[src/rtl/aes_ctrl_pkg.sv]
// Shared constants for the cipher control front-end: FSM encoding, register bit
// positions, lock-bit indices and word-offset helpers for the register map.
package aes_ctrl_pkg;

  localparam logic [0:0] ST_IDLE = 1'b0;
  localparam logic [0:0] ST_RUN  = 1'b1;

  localparam int CTRL_START   = 0;
  localparam int CTRL_ZEROIZE = 1;
  localparam int CTRL_IRQ_EN  = 2;
  localparam int CTRL_CLR     = 3;

  localparam int STAT_BUSY    = 0;
  localparam int STAT_DONE    = 1;
  localparam int STAT_TIMEOUT = 2;
  localparam int STAT_BAD_SEL = 3;

  localparam int LK_CTRL_WR = 0;
  localparam int LK_STAT_RD = 1;
  localparam int LK_PT_RD   = 2;
  localparam int LK_DATA_WR = 3;
  localparam int LK_CT_RD   = 4;
  localparam int LK_KEY_WR  = 5;
  localparam int LK_IRQ     = 6;

  localparam int W_CTRL   = 0;
  localparam int W_STATUS = 1;
  localparam int W_PT     = 4;

  function automatic int w_state(int blk);
    return W_PT + blk;
  endfunction

  function automatic int w_ct(int blk);
    return W_PT + 2 * blk;
  endfunction

  function automatic int w_key_sel(int blk);
    return W_PT + 3 * blk;
  endfunction

  function automatic int w_key(int blk);
    return W_PT + 3 * blk + 1;
  endfunction

endpackage

[src/rtl/aes_ctrl_keybank.sv]
// Key slot storage: word-addressed write port, bulk zeroize, and a registered
// snapshot of one slot presented to the engine (word 0 in the MSBs).
module aes_ctrl_keybank
  import aes_ctrl_pkg::*;
#(
  parameter int NUM_KEYS  = 3,
  parameter int KEY_WORDS = 6
) (
  input  logic                    clk_i,
  input  logic                    rst_ni,
  input  logic                    wr_en,
  input  logic [31:0]             wr_off,
  input  logic [31:0]             wr_data,
  input  logic                    zeroize,
  input  logic                    snap_en,
  input  logic [1:0]              snap_sel,
  output logic [32*KEY_WORDS-1:0] key_o
);

  localparam int N = NUM_KEYS * KEY_WORDS;

  logic [31:0] mem_q [N];

  always_ff @(posedge clk_i) begin
    if (!rst_ni || zeroize) begin
      for (int i = 0; i < N; i++) mem_q[i] <= '0;
      key_o <= '0;
    end else begin
      for (int i = 0; i < N; i++) begin
        if (wr_en && wr_off == 32'(i)) mem_q[i] <= wr_data;
      end
      if (snap_en) begin
        for (int k = 0; k < NUM_KEYS; k++) begin
          for (int j = 0; j < KEY_WORDS; j++) begin
            if (snap_sel == 2'(k)) key_o[32*(KEY_WORDS-1-j) +: 32] <= mem_q[k*KEY_WORDS+j];
          end
        end
      end
    end
  end

endmodule

[src/rtl/aes_ctrl_regif.sv]
// Register front-end for the block-cipher engine: decode, lock gating, start/valid
// handshake with timeout. States: IDLE | waiting for start; RUN | engine busy, timeout armed.
module aes_ctrl_regif
  import aes_ctrl_pkg::*;
#(
  parameter int NUM_KEYS    = 3,
  parameter int KEY_WORDS   = 6,
  parameter int BLK_WORDS   = 4,
  parameter int TIMEOUT_CYC = 1024
) (
  input  logic                    clk_i,
  input  logic                    rst_ni,
  input  logic [7:0]              reglk_ctrl_i,
  input  logic [31:0]             bus_addr_i,
  input  logic                    bus_write_i,
  input  logic [31:0]             bus_wdata_i,
  input  logic                    bus_valid_i,
  output logic [31:0]             bus_rdata_o,
  output logic                    bus_ready_o,
  output logic                    bus_error_o,
  output logic                    eng_start_o,
  output logic [32*BLK_WORDS-1:0] eng_pt_o,
  output logic [32*BLK_WORDS-1:0] eng_state_o,
  output logic [32*KEY_WORDS-1:0] eng_key_o,
  input  logic [32*BLK_WORDS-1:0] eng_ct_i,
  input  logic                    eng_valid_i,
  output logic                    irq_o
);

  localparam int TW = $clog2(TIMEOUT_CYC);
  localparam logic [31:0] A_CTRL  = 32'(W_CTRL);
  localparam logic [31:0] A_STAT  = 32'(W_STATUS);
  localparam logic [31:0] A_PT    = 32'(W_PT);
  localparam logic [31:0] A_ST    = 32'(w_state(BLK_WORDS));
  localparam logic [31:0] A_CT    = 32'(w_ct(BLK_WORDS));
  localparam logic [31:0] A_KSEL  = 32'(w_key_sel(BLK_WORDS));
  localparam logic [31:0] A_KEY   = 32'(w_key(BLK_WORDS));
  localparam logic [31:0] A_KEND  = 32'(w_key(BLK_WORDS) + NUM_KEYS * KEY_WORDS);

  logic [31:0]   widx, key_off, stat, key_sel_q;
  logic [31:0]   pt_q [BLK_WORDS];
  logic [31:0]   st_q [BLK_WORDS];
  logic [31:0]   ct_q [BLK_WORDS];
  logic [0:0]    state_q;
  logic [TW-1:0] cnt_q;
  logic done_q, timeout_q, bad_sel_q, irq_en_q;
  logic done_d, timeout_d, bad_sel_d, irq_en_d;
  logic wr, is_ctrl, is_stat, in_pt, in_st, in_ct, is_ksel, in_key, mapped;
  logic locked, busy, busy_rej, wr_err, wr_ok, ctrl_wr, go, bad_start, zeroize;
  logic unused_bits;

  assign widx    = {24'd0, bus_addr_i[9:2]};
  assign key_off = widx - A_KEY;
  assign is_ctrl = widx == A_CTRL;
  assign is_stat = widx == A_STAT;
  assign in_pt   = widx >= A_PT && widx < A_ST;
  assign in_st   = widx >= A_ST && widx < A_CT;
  assign in_ct   = widx >= A_CT && widx < A_KSEL;
  assign is_ksel = widx == A_KSEL;
  assign in_key  = widx >= A_KEY && widx < A_KEND;
  assign mapped  = is_ctrl | is_stat | in_pt | in_st | in_ct | is_ksel | in_key;
  assign busy    = state_q == ST_RUN;

  // every CTRL write carries irq_en, so the irq-mask lock gates the whole CTRL word
  assign locked  = (is_ctrl & (reglk_ctrl_i[LK_CTRL_WR] | reglk_ctrl_i[LK_IRQ]))
                 | ((in_pt | in_st) & reglk_ctrl_i[LK_DATA_WR])
                 | ((in_key | is_ksel) & reglk_ctrl_i[LK_KEY_WR]);
  assign busy_rej = busy & ((in_pt | in_st | in_key | is_ksel)
                 | (is_ctrl & (bus_wdata_i[CTRL_START] | bus_wdata_i[CTRL_ZEROIZE])));

  assign wr          = bus_valid_i & bus_write_i;
  assign wr_err      = wr & (~mapped | is_stat | in_ct | locked | busy_rej);
  assign wr_ok       = wr & ~wr_err;
  assign bus_error_o = wr_err;
  assign bus_ready_o = 1'b1;

  assign ctrl_wr   = wr_ok & is_ctrl;
  assign zeroize   = ctrl_wr & bus_wdata_i[CTRL_ZEROIZE];
  assign go        = ctrl_wr & bus_wdata_i[CTRL_START] & ~bus_wdata_i[CTRL_ZEROIZE]
                   & ~busy & (key_sel_q < 32'(NUM_KEYS));
  assign bad_start = ctrl_wr & bus_wdata_i[CTRL_START] & ~bus_wdata_i[CTRL_ZEROIZE]
                   & (key_sel_q >= 32'(NUM_KEYS));

  assign unused_bits = ^{reglk_ctrl_i[7], bus_addr_i[31:10], bus_addr_i[1:0]};

  always_comb begin
    stat               = '0;
    stat[STAT_BUSY]    = busy;
    stat[STAT_DONE]    = done_q;
    stat[STAT_TIMEOUT] = timeout_q;
    stat[STAT_BAD_SEL] = bad_sel_q;
    bus_rdata_o        = '0;
    if (bus_valid_i && !bus_write_i) begin
      if (is_stat && !reglk_ctrl_i[LK_STAT_RD]) bus_rdata_o = stat;
      if (is_ksel) bus_rdata_o = key_sel_q;
      for (int i = 0; i < BLK_WORDS; i++) begin
        if (widx == A_PT + 32'(i) && !reglk_ctrl_i[LK_PT_RD]) bus_rdata_o = pt_q[i];
        if (widx == A_ST + 32'(i)) bus_rdata_o = st_q[i];
        if (widx == A_CT + 32'(i) && !reglk_ctrl_i[LK_CT_RD]) bus_rdata_o = ct_q[i];
      end
    end
  end

  // a completion on the same edge as a status clear must survive it
  always_comb begin
    done_d    = done_q;
    timeout_d = timeout_q;
    bad_sel_d = bad_sel_q;
    irq_en_d  = irq_en_q;
    if (ctrl_wr) irq_en_d = bus_wdata_i[CTRL_IRQ_EN];
    if (ctrl_wr && bus_wdata_i[CTRL_CLR]) begin
      done_d    = 1'b0;
      timeout_d = 1'b0;
      bad_sel_d = 1'b0;
    end
    if (busy) begin
      if (eng_valid_i) done_d = 1'b1;
      else if (cnt_q == '0) timeout_d = 1'b1;
    end
    if (go) begin
      done_d    = 1'b0;
      timeout_d = 1'b0;
      bad_sel_d = 1'b0;
    end
    if (bad_start) bad_sel_d = 1'b1;
  end

  always_comb begin
    eng_pt_o    = '0;
    eng_state_o = '0;
    for (int i = 0; i < BLK_WORDS; i++) begin
      eng_pt_o[32*(BLK_WORDS-1-i) +: 32]    = pt_q[i];
      eng_state_o[32*(BLK_WORDS-1-i) +: 32] = st_q[i];
    end
  end

  always_ff @(posedge clk_i) begin
    if (!rst_ni) begin
      state_q     <= ST_IDLE;
      cnt_q       <= '0;
      eng_start_o <= 1'b0;
      irq_o       <= 1'b0;
      done_q      <= 1'b0;
      timeout_q   <= 1'b0;
      bad_sel_q   <= 1'b0;
      irq_en_q    <= 1'b0;
      key_sel_q   <= '0;
      for (int i = 0; i < BLK_WORDS; i++) begin
        pt_q[i] <= '0;
        st_q[i] <= '0;
        ct_q[i] <= '0;
      end
    end else begin
      eng_start_o <= go;
      done_q      <= done_d;
      timeout_q   <= timeout_d;
      bad_sel_q   <= bad_sel_d;
      irq_en_q    <= irq_en_d;
      irq_o       <= irq_en_d & (done_d | timeout_d);
      if (wr_ok && is_ksel) key_sel_q <= bus_wdata_i;
      for (int i = 0; i < BLK_WORDS; i++) begin
        if (wr_ok && widx == A_PT + 32'(i)) pt_q[i] <= bus_wdata_i;
        if (wr_ok && widx == A_ST + 32'(i)) st_q[i] <= bus_wdata_i;
      end
      if (state_q == ST_IDLE) begin
        if (go) begin
          state_q <= ST_RUN;
          cnt_q   <= TW'(TIMEOUT_CYC - 1);
        end
      end else if (eng_valid_i) begin
        state_q <= ST_IDLE;
        for (int i = 0; i < BLK_WORDS; i++) ct_q[i] <= eng_ct_i[32*(BLK_WORDS-1-i) +: 32];
      end else if (cnt_q == '0) begin
        state_q <= ST_IDLE;
      end else begin
        cnt_q <= cnt_q - TW'(1);
      end
    end
  end

  aes_ctrl_keybank #(
    .NUM_KEYS  (NUM_KEYS),
    .KEY_WORDS (KEY_WORDS)
  ) u_keybank (
    .clk_i    (clk_i),
    .rst_ni   (rst_ni),
    .wr_en    (wr_ok & in_key),
    .wr_off   (key_off),
    .wr_data  (bus_wdata_i),
    .zeroize  (zeroize),
    .snap_en  (go),
    .snap_sel (key_sel_q[1:0]),
    .key_o    (eng_key_o)
  );

endmodule

[config.mk]
export PLATFORM = sky130hd
export DESIGN_NAME = aes_ctrl_regif
export DESIGN_NICKNAME = d
export VERILOG_FILES = /design/src/rtl/aes_ctrl_pkg.sv /design/src/rtl/aes_ctrl_keybank.sv /design/src/rtl/aes_ctrl_regif.sv
export SDC_FILE = /design/constraint.sdc
export NUM_CORES = 2
export LEC_CHECK = 0
export BUFFER_PORTS_ARGS = -buffer_cell sky130_fd_sc_hd__buf_2
export CAP_MARGIN = 20
export CORE_MARGIN = 2
export CORE_UTILIZATION = 35
export CTS_CLUSTER_DIAMETER = 120
export DETAILED_ROUTE_END_ITERATION = 8
export SLEW_MARGIN = 20
export SYNTH_ARGS = -nofsm -noshare
export SYNTH_HDL_FRONTEND = slang
export SYNTH_SLANG_ARGS = --single-unit
[constraint.sdc]
create_clock -name clk_i -period 5.01 [get_ports clk_i]
set_input_delay 0.501 -clock clk_i [delete_from_list [all_inputs] [get_ports clk_i]]
set_output_delay 0.501 -clock clk_i [all_outputs]
set_load 0.02 [all_outputs]
==> impl_results.md <==
* First-pass GRT wire length at 343,000 um
* Final hold violations at 0
* CTS H-tree depth at 4
* GP Congestion at 0.964
* Clock Pin Slew Worst Setup and Hold Paths at about 0.040 ns
* Largest family of logic cells by synthesized area: simple AND/OR/NAND/NOR gates
* Pwr dens at roughly 350 nW/um2
* Core Area at around 160,000 um2
* WL/cell at approximately 32 um
* RSZ-0062 raised after global routing: no
* Layout Nets at between 5,000 and 6,000
* CP max stage delay at 0.66 ns
* Largest net degree at the start of global routing at roughly 220
* Kind of cell adding the most delay to the critical path: compound AO/OA/AOI/OAI gates
* Post-synthesis sequential area ratio at between 60% and 70%
* Root buf cell: clkbuf_16
* Worst Path Max Fanout at 20
* Tightest Hold Check Type: input port to flop
* Worst Reg-to-Reg Cells at 8
* Max Cap Viol at 0
* Buffers and inverters on the worst path at 3
* Critical path type: input port to output port
* Yosys reg bits at roughly 1,200
* Area contributors post-synth: edfxtp_1 52%, dfxtp_1 8.6%, mux2i_1 4.4%
* TritonCTS clock tree: built
* Grt ovf at 0
* Die ar. at 163,000 um2
* Hpwl dp at ~170,000 um
* Crit-path slowest cell: a2111oi_0
* IO Count at approximately 700
* Adder-cell share of the synthesized area at 0.0224%
* DIE HEIGHT at 404 um
* Worst path required time at ~4.5 ns
* Initial Util at about a third
* Multiplexer share of the synthesized area at roughly 4.6%
* Max Fclk at 229 MHz
* Share of the synthesized area in the top cell type at between 50 and 60%
* Non-Filler Instances at around 7,800
* Final Critical Period at ~4.4 ns
* Skew final at 0.0405 ns
* Post-synthesis xor/xnor area fraction at less than 1%
* Crit-path cells: buf_2 -> buf_4 -> nand2b_1 -> nor2_1 -> o21ai_2 -> o21ai_0 -> a31o_2 -> a2111oi_0 -> buf_2
* Layout cell share with drive strength beyond 1 at 18.8%
* ANT nets after route at 0
* Max Slew Vio Count at 0
* 1st-pass router iterations at 6
* CTS Buffer Depth at 3
* Slew @ Worst Pin at between 1 and 1.5 ns
* Residual DRC at 0
* Final period utilization at ~87%
* Top cell type by total area after synthesis: edfxtp_1
* Cell mode on critical path: buf_2
* Ys Warns at 0
* Setup crit start kind: input port
* Syn_nets at roughly 5,400
* Post-synth EDFFs at 960
* CP arrival at between 3 and 4 ns
* Row cnt at between 100 and 150
* Clk Latency, worst-skew pair at slightly below 0.8 ns
* Die width at between 400 and 500 um
* Max_slew headroom at 22.2%
* Initial antenna violation count at 22
* Total track usage at 29.5%
* # resized after CTS at 0
* Area growth from synthesis to layout at 19.0%
* Complex-gate fraction of the synthesized area at 10.7%
* Hold path depth at 2
* Simple-gate share of the synthesized area at 20.0%
* Num CTS Buffers at ~140
* Vias per Instance at slightly above 6
* Vias at about 48,000
* IO Port Bufs at approximately 660
* Synth Instances at 5,188
* Leakage at 22.0 nW
* Peak supply drop at around 0.36 mV
* Total negative slack at 0 ns
* Setup slack, reg-to-reg at 1.54 ns
* Crit path depth at 9
* Status: completed
* DRT Wirelength at around 250,000 um
* Vias in the first global route at about 44,000
* Final setup violating endpoints at 0
* Inst Count DP at between 7,000 and 8,000
* DRT iter0 DRCs at 6,993
* Top FF cell, synth: edfxtp_1
* Cell Area, Synth at 55,900 um2
* Syn Area/Cell at roughly 11 um2
* CP Capture Type: output port
* Post-synth cell types at between 70 and 80
* Fillers at 15,200
* Clock sinks at 1,201
* Async S/R FF share, synth at 0%
-- synth_stat cells, types with 4 or more instances --
| master | count |
|---|---|
| edfxtp_1 | 960 |
| clkbuf_1 | 434 |
| nand2_1 | 366 |
| nor4_1 | 365 |
| nor2_1 | 345 |
| a21oi_1 | 298 |
| nor3_1 | 250 |
| mux2i_1 | 247 |
| nand3_1 | 243 |
| dfxtp_1 | 241 |
| a211oi_1 | 201 |
| nand4_1 | 201 |
| nor2b_1 | 201 |
| o21ai_0 | 176 |
| and2_1 | 131 |
| o21ai_1 | 94 |
| buf_2 | 73 |
| buf_1 | 56 |
| a22oi_1 | 42 |
| o221ai_1 | 33 |
| a221oi_1 | 32 |
| o22ai_1 | 20 |
| nand2b_1 | 17 |
| o31ai_1 | 15 |
| buf_6 | 14 |
| clkbuf_2 | 10 |
| mux2_2 | 8 |
| o22a_1 | 7 |
| a211o_1 | 6 |
| a2bb2oi_1 | 6 |
| a31oi_1 | 6 |
| inv_1 | 6 |
| a222oi_1 | 5 |
| o211ai_1 | 5 |
| or4_1 | 5 |
| xnor2_1 | 5 |
| nand3b_1 | 4 |
| or3_1 | 4 |
| or4b_2 | 4 |
-- report_power, final --
part	leakage, nW	internal [mW]	switching, mW
Sequential	11.2	11.1	0.217
Clock	2.15	5.59	4.38
Combinational	8.68	0.412	1.36
-- area by class of cell --
class	count	area (um2)	area share, %
multi-input combinational	3390	20200	30.3
clock inverter	55	556	0.835
clock buffer	194	3850	5.78
inverter	6	22.5	0.0338
sequential	1201	33700	50.6
timing repair buffer	902	5660	8.50
tap	2072	2590	3.90
antenna	10	25.0	0.0376
-- repair_timing --
item,CTS,global route
hold buffers,98,0
hold endpoints to repair,98,0
endpoints found under the setup margin,0,0
buffers inserted,0,0
-- kinds of logic after synthesis --
kind of cell,count (synthesis)
multiplexers,255
buffers and inverters,597
AO/OA/AOI/OAI,970
adder cells (fa/ha/maj),1
AND/OR/NAND/NOR,2155
flip-flops,1201
XOR/XNOR,8
other,1
-- per-layer routing --
metal	up-vias	global-route usage (%)	part of all wire (%)
met1	23600	37.3	37
li1	20600	-	-
met2	2990	45.5	45
met5	-	0	0.045
met4	18	17.2	6.7
met3	539	7.79	11
-- cell usage in the layout, fill, tap and decap left out, drive strengths merged, types with 98 or more instances in the layout --
cell type      n
a211oi       201
nand3        243
buf          804
nor3         251
edfxtp       960
o21ai        270
mux2i        247
clkbuf       194
and2         132
dlygate4sd3   98
a21oi        298
nor2         345
nor4         366
nand4        201
nand2        366
nor2b        201
dfxtp        241
-- registers in the layout, summed over array words and instances (netlist names) --
| register | count |
|---|---|
| u_keybank.mem_q | 576 |
| u_keybank.key_o | 192 |
| ct_q | 128 |
| pt_q | 128 |
| st_q | 128 |
| key_sel_q | 32 |
| cnt_q | 10 |
| bad_sel_q | 1 |
| busy | 1 |
| done_q | 1 |
| eng_start_o | 1 |
| irq_en_q | 1 |
| irq_o | 1 |
| timeout_q | 1 |
-- worst paths after layout --
kind | start | endpoint
worst max-delay path | bus_addr_i[4] | bus_rdata_o[17]
worst min-delay path | eng_ct_i[99] | ct_q[0][3]
worst max register to register | key_sel_q[8] | u_keybank.key_o[31]
worst min register to register | u_keybank.key_o[32] | u_keybank.key_o[32]
-- stage by stage --
stage	cell area (um2)	hold slack (ns)	worst slack (ns)	utilization, %	power [mW]
detailed placement	61100	0.450	0.790	38.5	13.2
floorplan	55900	0.443	-0.141	-	12.3
CTS	66500	0.000655	0.755	41.9	23.1
finish	66500	0.0416	0.645	42.0	23.1
global placement	61100	0.446	0.899	38.5	13.2
global route	66500	0.0110	0.636	42.0	23.6
-- worst register-to-register path: cells and delay by family, from the launching register on --
| kind | cells | cell delay [ns] |
|---|---|---|
| simple gates | 5 | 2.31 |
| buf+inv | 2 | 0.60 |
| flops | 1 | 0.33 |
| compound gates | 1 | 0.14 |
Note: power is estimated with default switching activity, not from simulation.
